File: config.mk
export PLATFORM = sky130hd
export DESIGN_NAME = ov7670_pixel_capture_flat
export DESIGN_NICKNAME = d
export VERILOG_FILES = /design/src/rtl/ov7670_pkg.sv /design/src/rtl/ov7670_pixel_capture_if.sv /design/src/rtl/ov7670_edge_det.sv /design/src/rtl/ov7670_pixel_capture.sv /design/src/flat_wrapper.sv
export SDC_FILE = /design/constraint.sdc
export NUM_CORES = 1
export LEC_CHECK = 0
export CORE_ASPECT_RATIO = 0.9
export CORE_MARGIN = 1
export CORE_UTILIZATION = 50
export DETAILED_ROUTE_END_ITERATION = 6
export HOLD_SLACK_MARGIN = 0.03
export PLACE_DENSITY_LB_ADDON = 0.25
export RECOVER_POWER = 50
export SETUP_SLACK_MARGIN = 0.1
export SLEW_MARGIN = 10
export SYNTH_ARGS = -nofsm -noshare
export SYNTH_HDL_FRONTEND = slang
export SYNTH_SLANG_ARGS = --single-unit
File: constraint.sdc
create_clock -name pclk -period 4.55 [get_ports pclk]
set_clock_uncertainty 0.2 [all_clocks]
set_input_delay 0.91 -clock pclk [delete_from_list [all_inputs] [get_ports pclk]]
set_output_delay 0.91 -clock pclk [all_outputs]
set_load 0.03 [all_outputs]
File: src/rtl/ov7670_pkg.sv
// Shared types and constants for the OV7670 pixel capture path.
package ov7670_pkg;

  localparam int unsigned H_ACTIVE_DEF = 640;
  localparam int unsigned V_ACTIVE_DEF = 480;

  localparam int unsigned BYTE_W  = 8;
  localparam int unsigned RGB_R_W = 5;
  localparam int unsigned RGB_G_W = 6;
  localparam int unsigned RGB_B_W = 5;
  localparam int unsigned PIX_W   = RGB_R_W + RGB_G_W + RGB_B_W;

  typedef enum logic [1:0] {
    StSync,
    StFrame,
    StLine,
    StCapt
  } cap_state_e;

endpackage

File: src/rtl/ov7670_pixel_capture_if.sv
// Camera byte stream in, frame-buffer write port out.
interface ov7670_pixel_capture_if #(
  parameter int unsigned ADDR_W = 19
) ();

  logic [ov7670_pkg::BYTE_W-1:0] din;
  logic                          vsync;
  logic                          href;
  logic [ov7670_pkg::PIX_W-1:0]  pix_data;
  logic [ADDR_W-1:0]             pix_addr;
  logic                          pix_we;
  logic                          frame_done;
  logic                          line_err;

  modport master (
    output din, vsync, href,
    input  pix_data, pix_addr, pix_we, frame_done, line_err
  );

  modport slave (
    input  din, vsync, href,
    output pix_data, pix_addr, pix_we, frame_done, line_err
  );

endinterface

File: src/rtl/ov7670_edge_det.sv
// Registered rise/fall detector; edges are flagged in the cycle the new level is sampled.
module ov7670_edge_det (
  input  logic clk_i,
  input  logic rst_ni,
  input  logic sig_i,
  output logic rise_o,
  output logic fall_o
);

  logic sig_q;

  always_ff @(posedge clk_i) begin
    if (!rst_ni) begin
      sig_q <= 1'b0;
    end else begin
      sig_q <= sig_i;
    end
  end

  assign rise_o = sig_i & ~sig_q;
  assign fall_o = ~sig_i & sig_q;

endmodule

File: src/rtl/ov7670_pixel_capture.sv
// OV7670 byte-pair to RGB565 frame-buffer writer, pclk domain only.
// Define OV7670_DECIM2_EN for 2:1 decimation in both axes.
module ov7670_pixel_capture
  import ov7670_pkg::*;
#(
  parameter int unsigned H_ACTIVE = H_ACTIVE_DEF,
  parameter int unsigned V_ACTIVE = V_ACTIVE_DEF,
  parameter int unsigned ADDR_W   = 19
) (
  input  logic                   pclk,
  input  logic                   reset,
  ov7670_pixel_capture_if.slave  bus
);

  localparam int unsigned XW = $clog2(H_ACTIVE + 1);
  localparam int unsigned YW = $clog2(V_ACTIVE + 1);
  localparam logic [XW-1:0] XEnd  = XW'(H_ACTIVE);
  localparam logic [YW-1:0] YEnd  = YW'(V_ACTIVE);
  localparam logic [YW-1:0] YLast = YW'(V_ACTIVE - 1);

  cap_state_e        state_q;
  logic [XW-1:0]     x_q;
  logic [YW-1:0]     y_q;
  logic              phase_q;
  logic              ovf_q;
  logic [BYTE_W-1:0] hi_q;
  logic [ADDR_W-1:0] base_q;

  logic vs_rise, vs_fall, hr_rise, hr_fall;
  logic unused_edges;
  logic wr_ok, step_base;
  logic [ADDR_W-1:0] addr_x;

  ov7670_edge_det u_vs_edge (
    .clk_i  (pclk),
    .rst_ni (reset),
    .sig_i  (bus.vsync),
    .rise_o (vs_rise),
    .fall_o (vs_fall)
  );

  ov7670_edge_det u_hr_edge (
    .clk_i  (pclk),
    .rst_ni (reset),
    .sig_i  (bus.href),
    .rise_o (hr_rise),
    .fall_o (hr_fall)
  );

  assign unused_edges = vs_fall ^ hr_rise;

`ifdef OV7670_DECIM2_EN
  localparam logic [ADDR_W-1:0] LineStep = ADDR_W'(H_ACTIVE / 2);
  assign wr_ok     = (x_q < XEnd) && (y_q < YEnd) && !x_q[0] && !y_q[0];
  assign addr_x    = ADDR_W'(x_q >> 1);
  // Stored rows advance only after each odd source line.
  assign step_base = y_q[0] && (y_q < YLast);
`else
  localparam logic [ADDR_W-1:0] LineStep = ADDR_W'(H_ACTIVE);
  assign wr_ok     = (x_q < XEnd) && (y_q < YEnd);
  assign addr_x    = ADDR_W'(x_q);
  assign step_base = (y_q < YLast);
`endif

  always_ff @(posedge pclk) begin
    if (!reset) begin
      state_q        <= StSync;
      x_q            <= '0;
      y_q            <= '0;
      phase_q        <= 1'b0;
      ovf_q          <= 1'b0;
      hi_q           <= '0;
      base_q         <= '0;
      bus.pix_data   <= '0;
      bus.pix_addr   <= '0;
      bus.pix_we     <= 1'b0;
      bus.frame_done <= 1'b0;
      bus.line_err   <= 1'b0;
    end else begin
      bus.pix_we     <= 1'b0;
      bus.frame_done <= 1'b0;
      bus.line_err   <= 1'b0;
      unique case (state_q)
        StSync: begin
          if (vs_rise) state_q <= StFrame;
        end
        StFrame: begin
          x_q     <= '0;
          y_q     <= '0;
          phase_q <= 1'b0;
          ovf_q   <= 1'b0;
          base_q  <= '0;
          if (!bus.vsync) state_q <= StLine;
        end
        StLine: begin
          if (vs_rise) begin
            state_q        <= StFrame;
            bus.frame_done <= 1'b1;
          end else if (bus.href) begin
            hi_q    <= bus.din;
            phase_q <= 1'b1;
            state_q <= StCapt;
          end
        end
        StCapt: begin
          if (vs_rise) begin
            // Any half-assembled pixel is simply abandoned.
            state_q        <= StFrame;
            bus.frame_done <= 1'b1;
          end else if (bus.href) begin
            if (!phase_q) begin
              hi_q    <= bus.din;
              phase_q <= 1'b1;
            end else begin
              phase_q <= 1'b0;
              if (wr_ok) begin
                bus.pix_data <= {hi_q, bus.din};
                bus.pix_addr <= base_q + addr_x;
                bus.pix_we   <= 1'b1;
              end
              if (x_q == XEnd) ovf_q <= 1'b1;
              else             x_q   <= x_q + 1'b1;
            end
          end else if (hr_fall) begin
            state_q      <= StLine;
            bus.line_err <= (x_q != XEnd) | phase_q | ovf_q;
            x_q          <= '0;
            phase_q      <= 1'b0;
            ovf_q        <= 1'b0;
            if (y_q != YEnd) y_q <= y_q + 1'b1;
            if (step_base) base_q <= base_q + LineStep;
          end
        end
        default: state_q <= StSync;
      endcase
    end
  end

endmodule

File: src/flat_wrapper.sv
// flat-port wrapper written by rule: the top's interface ports become plain ports
module ov7670_pixel_capture_flat import ov7670_pkg::*;
#(
  parameter int unsigned H_ACTIVE = H_ACTIVE_DEF,
  parameter int unsigned V_ACTIVE = V_ACTIVE_DEF,
  parameter int unsigned ADDR_W   = 19
)
  (pclk, reset, bus_din, bus_vsync, bus_href, bus_pix_data, bus_pix_addr, bus_pix_we, bus_frame_done, bus_line_err);
  ov7670_pixel_capture_if #(.ADDR_W(ADDR_W)) bus_i ();
  input  logic pclk;
  input  logic reset;
  input wire logic [$bits(bus_i.din)-1:0] bus_din;
  input wire logic [$bits(bus_i.vsync)-1:0] bus_vsync;
  input wire logic [$bits(bus_i.href)-1:0] bus_href;
  output wire logic [$bits(bus_i.pix_data)-1:0] bus_pix_data;
  output wire logic [$bits(bus_i.pix_addr)-1:0] bus_pix_addr;
  output wire logic [$bits(bus_i.pix_we)-1:0] bus_pix_we;
  output wire logic [$bits(bus_i.frame_done)-1:0] bus_frame_done;
  output wire logic [$bits(bus_i.line_err)-1:0] bus_line_err;
  assign bus_i.din = bus_din;
  assign bus_i.vsync = bus_vsync;
  assign bus_i.href = bus_href;
  assign bus_pix_data = bus_i.pix_data;
  assign bus_pix_addr = bus_i.pix_addr;
  assign bus_pix_we = bus_i.pix_we;
  assign bus_frame_done = bus_i.frame_done;
  assign bus_line_err = bus_i.line_err;
  ov7670_pixel_capture #(.H_ACTIVE(H_ACTIVE), .V_ACTIVE(V_ACTIVE), .ADDR_W(ADDR_W)) u_core (.pclk(pclk), .reset(reset), .bus(bus_i));
endmodule
==> out/results.ini <==
[outcome]
status = complete, but fails checks
violations = capacitance limit, slew limit

[clocking]
cts_buffers = 9
post-cts-setup-buffers = 0
htree_num_levels = 3
root_buffer = clkbuf_8
ctsResizeCount = 0
cts_tree = yes
clock-sinks = 83
ctsHoldBuffers = 0
clockBufferDepth = 2
cts.clk_slew.worst_paths_ps = 90
insertion_delay_ps = 360

[routing]
wl_per_cell_um = 14.6
ant_nets = 0
vias = 3394
dr.pass1.iters = 5
drcViolationCount = 0
viasPerCell = 5.73
drt-total-wl_um = 8620
drt-initial-drc-count = 199

[setup_path]
timing.rr.end = u_core.bus.pix_addr[10]$_SDFFE_PN0P_
path_class = in -> reg
rr_startpoint = u_core.base_q[9]$_SDFFE_PN0P_
crit_top_cell = clkbuf_1
startpoint_type = input port
ff2ff_path_depth = 6
crit_path_max_incr_delay_ps = 1390
cp_slowest_cell = clkbuf_1
worstPathRequired_ps = 4520
cp_top_family = buffers and inverters
reg2reg_slack_ps = 2220
endpoint_kind = flop
worstPathMaxFanout = 42
arrival_ps = 3520
cp.buffers_inverters = 4
crit_chain = dlygate4sd3_1, clkbuf_1, clkinv_1, clkbuf_1, nor2_1

[timing]
maxClockFrequency_mhz = 281
hold_ws_ps = 257
worstMarginPinSlew_ps = 1920
period_minus_slack_ps = 3550
setup_viol = 0
slew_headroom = -0.280
fin_setup_tns_ps = 0
worst_slack_ps = 996
timing.final.crit_share = 0.781
hold_viol_final = 0
rsz0062_at_grt = false
slew_violations = 43

[place]
io_buffers = 49
dp_hpwl_um = 5900
dp_slack_ps = 1420
place.gp.congestion = 0.859

[power_and_ir_drop]
power.switching_uw = 331
p_comb_frac = 0.040
sequentialPowerShare = 0.547
clkPwrFrac = 0.413
switching_share = 0.247
vdd_drop_max_mv = 0.219
p_int_mw = 1.01
leakagePower_nw = 1.72
total_power_mw = 1.34
p_per_area_nw_per_um2 = 300

[hold_path]
holdPathEnd = u_core.bus.pix_data[11]$_SDFFE_PN0P_
hp-start = u_core.bus.pix_data[11]$_SDFFE_PN0P_
min_path_type = reg -> reg
hold-path-cell-count = 2

[synth]
syn_inst = 452
synth_ff_type = dfxtp_1
synth_top_area_cell = dfxtp_1
synthArstFlopShare = 0
synth_nets = 472
synth_cell_types = 54
ys_ff_latch = 83
ys_top_cells_by_area = dfxtp_1 (44%), nand2_1 (8.0%), a21oi_1 (7.2%)
synth_common_cells = dfxtp_1 (83), nand2_1 (80), a21oi_1 (54)
netlist_area_sq_um = 3750
synth_top_area_frac = 0.443
syn_avg_cell_area_sq_um = 8.29
yosysMostFrequentCell = dfxtp_1
synth_edf_count = 0
ys_warn_count = 0
yosysSeqAreaShare = 0.443

[grt]
grt_max_degree = 44
busiest_layer = met2
grtUsageTotal = 0.234
grt_pass1_wl_um = 14600
use_met2 = 0.367
use_met1 = 0.311
grt_pass1_vias = 3116
grt.met3_usage = 0.0716
antenna_found_initial = 0
grt_overflow = 0

[floorplanning]
core_area_sq_um = 7150
io-pin-count = 50
die_y_um = 84.1
num_rows = 29
initial_core_util = 0.524
dieArea_sq_um = 7850
fp.dieW_um = 93.3

[flow_run]
maxCapViolCount = 1

[final_layout]
drive_above_1_share = 0.0521
num-nets-final = 514
n_antenna_cell = 0
syn_to_final_growth_pct = 19.5

==> through the flow <==
step,utilization,instances,cell area [sq um]
2_1_floorplan,-,452,3750
3_3_place_gp,0.598,576,4280
3_5_place_dp,0.598,576,4280
4_1_cts,0.628,592,4490
5_1_grt,0.627,592,4480
6_report,0.627,592,4480
==> metal layers <==
layer	wire length, um	part of all wire	vias to the layer above
met3	504	0.058	9
met4	76	0.0088	0
met5	0	0	-
li1	-	-	1691
met1	4170	0.48	1591
met2	3880	0.45	103
==> cell type report <==
| cell class | instances | area, sq um |
|---|---|---|
| Sequential cell | 83 | 1660 |
| Tap cell | 93 | 116 |
| Timing Repair Buffer | 53 | 513 |
| Multi-Input combinational cell | 339 | 1950 |
| Inverter | 8 | 30.0 |
| Clock buffer | 9 | 124 |
| Clock inverter | 7 | 85.1 |
| Fill cell | 591 | 2670 |
==> tightest hold or removal path: cells and delay by family, from the launching register on <==
| family | cells | cell delay (ps) |
|---|---|---|
| flops | 1 | 320 |
| compound gates | 1 | 50 |
| simple gates | 1 | 50 |
==> cells in the final DEF, fill, tap and decap left out, types with 2 or more instances in the layout <==
master           count
nor4_1               2
nor3_1               5
mux2i_1             11
o31ai_1              3
nand2b_1             5
and2_1               4
and4_1               4
nand3_2              2
a21oi_1             54
o211ai_1             3
nor2_1              29
a21o_1               3
o311ai_0             2
o41ai_1              4
clkinv_4             3
and3_1               6
dfxtp_1             83
inv_1                7
clkbuf_8             9
or3_1                8
o21ai_0             24
clkdlybuf4s50_1      9
xor2_1               8
xnor2_1              7
or2_2                2
nand2_1             80
ha_1                 8
or4_1                4
and2_0               2
a31oi_1              3
buf_4                2
clkbuf_1             2
inv_6                2
nand4_1             13
nand3_1             22
dlygate4sd3_1       40
==> sequential cells by signal (all words and copies together) (netlist names) <==
signal,flops
u_core.base_q,12
u_core.bus.line_err,1
u_core.state_q,2
u_core.y_q,9
u_core.phase_q,1
u_core.bus.pix_data,16
u_core.bus.pix_addr,19
u_core.bus.pix_we,1
u_core.x_q,10
u_core.bus.frame_done,1
u_core.u_vs_edge.sig_q,1
u_core.ovf_q,1
u_core.hi_q,8
u_core.u_hr_edge.sig_q,1
==> worst max path at each step <==
stage	start	endpoint	slack (ps)	cells after the start
5_1_grt	reset	u_core.bus.pix_data[13]$_SDFFE_PN0P_	840	5
4_1_cts	bus_href	u_core.y_q[7]$_SDFFE_PN0P_	1800	6
3_3_place_gp	bus_href	u_core.y_q[5]$_SDFFE_PN0P_	1480	6
2_1_floorplan	bus_href	u_core.bus.pix_addr[10]$_SDFFE_PN0P_	2150	7
3_5_place_dp	bus_href	u_core.y_q[7]$_SDFFE_PN0P_	1420	6
6_report	reset	u_core.hi_q[4]$_SDFFE_PN0P_	1000	5
==> cells by family (layout without fill, tap and decap cells) <==
family          Yosys count  count (layout)  synth area share
buf+inv                  30              77            0.0371
simple gates            197             197             0.257
compound gates          108             108             0.172
xor+xnor                 15              15            0.0351
mux                      11              11            0.0294
fa+ha+maj                 8               8            0.0267
flops                    83              83             0.443
==> power by group through the flow <==
stage          registers (mW)  logic (mW)  clock network, mW
6_report                0.735      0.0542              0.555
5_1_grt                 0.735      0.0591              0.595
3_5_place_dp            0.751      0.0542                  0
3_3_place_gp            0.751      0.0536                  0
2_1_floorplan           0.748      0.0376                  0
4_1_cts                 0.734      0.0545              0.568
Power figures use the tool's default switching activity.
